`src/rtl/mem_port_arbiter_pkg.sv`:
```
// rtl/mem_port_arbiter_pkg.sv - shared types and defaults for the unified memory port arbiter
package mem_port_arbiter_pkg;

  localparam int WORD_W_DEF = 32;
  localparam int MEM_AW_DEF = 14;

  // Requester identity, also carried in the read-response tag
  typedef enum logic [1:0] {
    SRC_I = 2'd0,
    SRC_D = 2'd1,
    SRC_L = 2'd2
  } src_t;

  typedef struct packed {
    logic valid;
    src_t src;
  } rsp_tag_t;

endpackage

```
`src/rtl/mem_rsp_tag_pipe.sv`:
```
// rtl/mem_rsp_tag_pipe.sv - RD_LAT-deep {valid,src} shift pipe matching SRAM read latency
module mem_rsp_tag_pipe
  import mem_port_arbiter_pkg::*;
#(
  parameter int RD_LAT = 1
) (
  input  logic     clk,
  input  logic     rst_n,
  input  rsp_tag_t push_tag,
  output rsp_tag_t pop_tag
);

  rsp_tag_t stage [RD_LAT];

  // Advance tags one stage per cycle; reset discards everything in flight
  always_ff @(posedge clk or negedge rst_n) begin
    if (!rst_n) begin
      for (int k = 0; k < RD_LAT; k++) stage[k] <= '0;
    end else begin
      stage[0] <= push_tag;
      for (int k = 1; k < RD_LAT; k++) stage[k] <= stage[k-1];
    end
  end

  assign pop_tag = stage[RD_LAT-1];

endmodule

```
`src/rtl/mem_port_arbiter.sv`:
```
// rtl/mem_port_arbiter.sv - I/D (optional loader, macro LOADER_PORT_EN) arbiter onto one single-port SRAM
module mem_port_arbiter
  import mem_port_arbiter_pkg::*;
#(
  parameter int WORD_W   = WORD_W_DEF,
  parameter int MEM_AW   = MEM_AW_DEF,
  parameter int RD_LAT   = 1,
  parameter int I_STARVE = 4
) (
  input  logic              clk,
  input  logic              rst_n,
  input  logic              i_req,
  input  logic [WORD_W-1:0] i_addr,
  output logic              i_gnt,
  output logic              i_rvalid,
  output logic [WORD_W-1:0] i_rdata,
  input  logic              d_req,
  input  logic              d_we,
  input  logic [WORD_W-1:0] d_addr,
  input  logic [WORD_W-1:0] d_wdata,
  output logic              d_gnt,
  output logic              d_rvalid,
  output logic [WORD_W-1:0] d_rdata,
`ifdef LOADER_PORT_EN
  input  logic              l_req,
  input  logic [WORD_W-1:0] l_addr,
  input  logic [WORD_W-1:0] l_wdata,
  output logic              l_gnt,
`endif
  output logic              m_en,
  output logic              m_we,
  output logic [MEM_AW-1:0] m_addr,
  output logic [WORD_W-1:0] m_wdata,
  input  logic [WORD_W-1:0] m_rdata
);

  localparam int SW = (I_STARVE < 1) ? 1 : $clog2(I_STARVE + 1);

  logic              ld_req;
  logic [WORD_W-1:0] ld_addr;
  logic [WORD_W-1:0] ld_wdata;
  logic              ld_gnt;

`ifdef LOADER_PORT_EN
  assign ld_req   = l_req;
  assign ld_addr  = l_addr;
  assign ld_wdata = l_wdata;
  assign l_gnt    = ld_gnt;
`else
  assign ld_req   = 1'b0;
  assign ld_addr  = '0;
  assign ld_wdata = '0;
`endif

  src_t              rr_last;
  logic [SW-1:0]     starve_cnt;
  logic              l_win, i_win, d_win;
  logic [WORD_W-1:0] sel_addr;
  logic              unused_addr;
  rsp_tag_t          push_tag, pop_tag;
  logic [WORD_W-1:0] i_hold, d_hold;

  // Pick at most one winner: loader first, then round-robin with I starvation override
  always_comb begin
    l_win = 1'b0;
    i_win = 1'b0;
    d_win = 1'b0;
    if (ld_req) begin
      l_win = 1'b1;
    end else if (i_req && d_req) begin
      if (starve_cnt == SW'(I_STARVE) || rr_last == SRC_D) i_win = 1'b1;
      else                                                 d_win = 1'b1;
    end else begin
      i_win = i_req;
      d_win = d_req;
    end
  end

  // Grants are suppressed while reset is held so the SRAM sees no access
  assign ld_gnt = l_win & rst_n;
  assign i_gnt  = i_win & rst_n;
  assign d_gnt  = d_win & rst_n;

  // Steer the winning port onto the SRAM pins
  always_comb begin
    sel_addr = '0;
    m_wdata  = '0;
    if (ld_gnt) begin
      sel_addr = ld_addr;
      m_wdata  = ld_wdata;
    end else if (i_gnt) begin
      sel_addr = i_addr;
    end else if (d_gnt) begin
      sel_addr = d_addr;
      m_wdata  = d_we ? d_wdata : '0;
    end
  end

  assign m_en   = ld_gnt | i_gnt | d_gnt;
  assign m_we   = ld_gnt | (d_gnt & d_we);
  assign m_addr = sel_addr[MEM_AW+1:2];
  // Byte offset and bits above the SRAM depth alias away
  assign unused_addr = ^{sel_addr[1:0], sel_addr >> (MEM_AW + 2)};

  // Fairness state: last I/D winner and D grants taken while I waited; loader leaves both alone
  always_ff @(posedge clk or negedge rst_n) begin
    if (!rst_n) begin
      rr_last    <= SRC_D;
      starve_cnt <= '0;
    end else begin
      if (i_gnt)      rr_last <= SRC_I;
      else if (d_gnt) rr_last <= SRC_D;
      if (i_gnt || !i_req)                          starve_cnt <= '0;
      else if (d_gnt && starve_cnt != SW'(I_STARVE)) starve_cnt <= starve_cnt + 1'b1;
    end
  end

  assign push_tag.valid = i_gnt | (d_gnt & ~d_we);
  assign push_tag.src   = i_gnt ? SRC_I : SRC_D;

  mem_rsp_tag_pipe #(.RD_LAT(RD_LAT)) u_tag_pipe (
    .clk      (clk),
    .rst_n    (rst_n),
    .push_tag (push_tag),
    .pop_tag  (pop_tag)
  );

  assign i_rvalid = pop_tag.valid && (pop_tag.src == SRC_I);
  assign d_rvalid = pop_tag.valid && (pop_tag.src == SRC_D);

  // Remember each port's last returned word so its rdata is stable between responses
  always_ff @(posedge clk or negedge rst_n) begin
    if (!rst_n) begin
      i_hold <= '0;
      d_hold <= '0;
    end else begin
      if (i_rvalid) i_hold <= m_rdata;
      if (d_rvalid) d_hold <= m_rdata;
    end
  end

  assign i_rdata = i_rvalid ? m_rdata : i_hold;
  assign d_rdata = d_rvalid ? m_rdata : d_hold;

endmodule

```
`config.mk`:
```
export PLATFORM = sky130hd
export DESIGN_NAME = mem_port_arbiter
export DESIGN_NICKNAME = d
export VERILOG_FILES = /design/src/rtl/mem_port_arbiter_pkg.sv /design/src/rtl/mem_rsp_tag_pipe.sv /design/src/rtl/mem_port_arbiter.sv
export SDC_FILE = /design/constraint.sdc
export NUM_CORES = 1
export LEC_CHECK = 0
export ABC_AREA = 0
export CORE_UTILIZATION = 30
export DETAILED_ROUTE_END_ITERATION = 12
export PLACE_DENSITY = 0.82
export REMOVE_ABC_BUFFERS = 1
export SKIP_LAST_GASP = 1
export SYNTH_ARGS = -nofsm -noshare
export SYNTH_HDL_FRONTEND = slang
export SYNTH_SLANG_ARGS = --single-unit
export TNS_END_PERCENT = 5
```
`constraint.sdc`:
```
create_clock -name clk -period 1.74 [get_ports clk]
set_input_delay 0.348 -clock clk [delete_from_list [all_inputs] [get_ports clk]]
set_output_delay 0.348 -clock clk [all_outputs]
set_load 0.01 [all_outputs]
```
==> results.cfg <==
[status]
status = finished with violations
failed_checks = negative setup slack

[critical_path]
critical_register_to_register_path_startpoint = u_tag_pipe.pop_tag[0]$_DFF_PN0_
cp-end-kind = output pin
worst_setup_path_startpoint = starve_cnt[0]$_DFFE_PN0P_
cp_cell_sequence = inv_2 -> ha_4 -> a21o_4 -> a211oi_4 -> buf_6 -> buf_12 -> buf_16 -> and2_4 -> buf_6
critical-path-top-delay-family = buffers and inverters
r2r_end = i_hold[1]$_DFF_PN0_
cp-endpoint = m_wdata[3]
worst-setup-path-type = register to output pin
timing.critical_path.slowest_stage_cell = dfrtp_1
crit_path_max_fanout = 8
worst-path-buf-inv = 5
path_common_cell = buf_6
startpoint_kind_of_the_worst_setup_timing_path = register
timing.reg2reg.setup_slack_ns = 0.20
cp_data_arrival_time_ns = 1.98
max_stage_delay_ns = 0.37
ff2ff_path_depth = 5
cp.depth = 9
cp_data_required_time_ns = 1.39

[die]
initial_core_util = 0.315
die_h_um = 104
core_region_area_um2 = 9950
floorplan.die_area_um2 = 10900
die_w_um = 104
core.rowCount = 36
num_io_pins = 249

[drt]
route.antenna.remaining_nets = 0
first_iter_violations = 90
remaining_drc_errors = 0
route.vias.total = 2845
postRouteWirelength_um = 10600
dr.pass1.iters = 4
detail_route.wl_per_cell_um = 16.9
viasPerCell = 4.56

[power]
power_leakage_nw = 2.84
total_power_mw = 5.73
power.density_cell_area_nw_per_um2 = 928
irDropWorstVdd_mv = 0.431

[clocking]
clock_tree_buf_depth = 2
tritoncts = yes
worst_skew_pair.late_latency_ns = 0.34
clock_buffers_created_by_tritoncts = 9
clock_slew_at_the_register_clock_pins_of_the_worst_setup_and_hold_paths_ns = 0.07
cts_sinks = 70
cts_hold_buf = 0
clockRootBuffer = clkbuf_8
count_of_h_tree_levels_built_during_cts = 3

[logic_synthesis]
synth-async-reset-ratio = 1.00
synth.lib_cells_used.distinct = 26
synth_top_flop_cell = dfrtp_1
yosysTopAreaCell = dfrtp_1
seq_area_frac_synth = 0.560
yosysWarnings = 0
synth_top_area_share = 0.551
avg_cell_area_syn_um2 = 13.7
ys_ff_latch = 70
synthCells = 228
mappedNetlistArea_um2 = 3130
largest_cells_by_area_after_synthesis = dfrtp_1 (55%), mux2_2 (23%), and2_1 (4.4%), a22o_1 (3.9%), and2_2 (3.1%)
synth_enable_flop_cells = 0

[layout]
total_of_fill_cells_in_the_finished_design = 770
final_core_util = 0.620
final_nets = 621
area_delta_synth_final_pct = 97.0
regArea_um2 = 1750
post_layout_nonfiller_instances = 624
drive_above_1_share = 0.432
area_of_combinational_cells_with_multiple_inputs_um2 = 1350
insertedDiodeCount = 0

[global_routing]
grtUsageMet2 = 0.360
largest_net_degree_at_the_start_of_global_routing = 70
via_count_of_the_first_global_routing_pass = 3127
gr_util_met3 = 0.0721
initial_antenna_violation_count = 0
grt_pass1_wl_um = 16400
gr-total-overflow = 0
use_met1 = 0.206
global_route.peak_usage_layer = met2
global_route.usage.total = 0.200

[timing]
timing.final.hold_violations = 0
worst-slew-pin-transition_ns = 0.857
setup_violations = 116
final_min_period_over_clock_period = 1.34
worst_slew_margin_rel = 0.429
clock-skew-final_ns = 0.00945
grt_setup_unrepaired = yes
setup_ws_ns = -0.593
maxClockFrequency_ghz = 0.429
fin_crit_ns = 2.33
maxSlewViolCount = 0

[placement]
port-buffer-count = 212
dpl.hpwl_um = 7260
dp_slack_ns = -0.731
gp_congestion = 0.810
dp.cells = 584

[flow_run]
max_cap_viol_count = 0

[worst_hold_path]
hp-class = input port to async pin
-- final cells by class --
class | instances | area share
sequential | 70 | 0.284
inverter | 6 | 0.00365
tap | 133 | 0.0270
clock inverter | 7 | 0.0156
timing repair buffer | 260 | 0.431
multi-input combinational | 139 | 0.219
clock buffer | 9 | 0.0201
-- cell usage after synthesis (all sizes together), types with 2 or more instances --
master,n
inv,6
nand4,2
nand2,5
mux2,64
a21oi,3
a22o,14
a21o,3
ha,2
and2,35
buf,13
a211oi,3
o31ai,2
dfrtp,69
-- logic make-up (layout without fill, tap and decap cells) --
group           count (synthesis)  count (layout)  synth area share
compound gates                 27              27            0.0731
flops                          70              70             0.560
simple gates                   46              46            0.0947
mux                            64              64             0.230
buf+inv                        19             282            0.0347
fa+ha+maj                       2               2           0.00799
-- placed cells by master, fill, tap and decap left out, drive strengths merged --
cell,n
a21oi,3
o21a,1
nand4,2
mux2,64
nor4,1
a22o,14
bufbuf,3
inv,7
o31ai,2
and2b,1
nand2,5
and4,1
a211oi,3
clkdlybuf4s50,108
dlygate4sd2,50
nor2b,1
dfstp,1
buf,93
clkdlybuf4s15,6
clkbuf,9
clkinv,4
and2,35
bufinv,2
ha,2
dfrtp,69
a21o,3
a31oi,1
-- sequential cells by signal (all words and copies together), names as in the netlist --
| register | flops |
|---|---|
| u_tag_pipe.pop_tag | 2 |
| i_hold | 32 |
| d_hold | 32 |
| rr_last | 1 |
| starve_cnt | 3 |
-- metrics by stage --
| stage | cell area (um2) | hold slack, ns | setup TNS (ns) |
|---|---|---|---|
| 6_report | 6170 | 0.101 | -57.46 |
| 5_1_grt | 6170 | 0.0895 | -67.14 |
| 4_1_cts | 6140 | 0.0843 | -59.49 |
| 3_5_place_dp | 5580 | 0.451 | -47.23 |
| 3_3_place_gp | 5580 | 0.446 | -45.80 |
| 2_1_floorplan | 3050 | 0.0524 | -83.37 |
-- layer usage --
| layer | up-vias | wire length [um] | part of all wire |
|---|---|---|---|
| li1 | 1321 | - | - |
| met1 | 1364 | 3810 | 0.36 |
| met2 | 139 | 5570 | 0.53 |
| met3 | 21 | 796 | 0.075 |
| met4 | 0 | 380 | 0.036 |
| met5 | - | 0 | 0 |
-- power by group --
group / switching (mW) / total, mW / internal (mW)
combinational: 0.887 / 2.12 / 1.24
sequential: 0.110 / 2.16 / 2.05
clock: 0.631 / 1.44 / 0.812
-- worst min path at each step --
stage,to,slack [ns],cells after the start
finish,rr_last[0]$_DFFE_PN1P_,0.10,2
global route,rr_last[0]$_DFFE_PN1P_,0.09,2
CTS,rr_last[0]$_DFFE_PN1P_,0.08,2
detailed placement,rr_last[0]$_DFFE_PN1P_,0.45,2
global placement,rr_last[0]$_DFFE_PN1P_,0.45,2
floorplan,d_hold[0]$_DFF_PN0_,0.05,0
-- worst reg2reg max path, stage by stage (launching register included) --
cell and delay [ns]:
dfrtp_1 0.43, nor2b_4 0.15, buf_4 0.13, buf_12 0.11, bufbuf_16 0.25, mux2_2 0.34
-- what timing repair did --
item,4_1_cts,5_1_grt
gates cloned,8,0
buffers inserted,13,5
endpoints found under the setup margin,116,116
pin swaps,21,1
endpoints found under the hold margin,0,0
resized for setup,322,5
(Power assumes the default switching activity.)
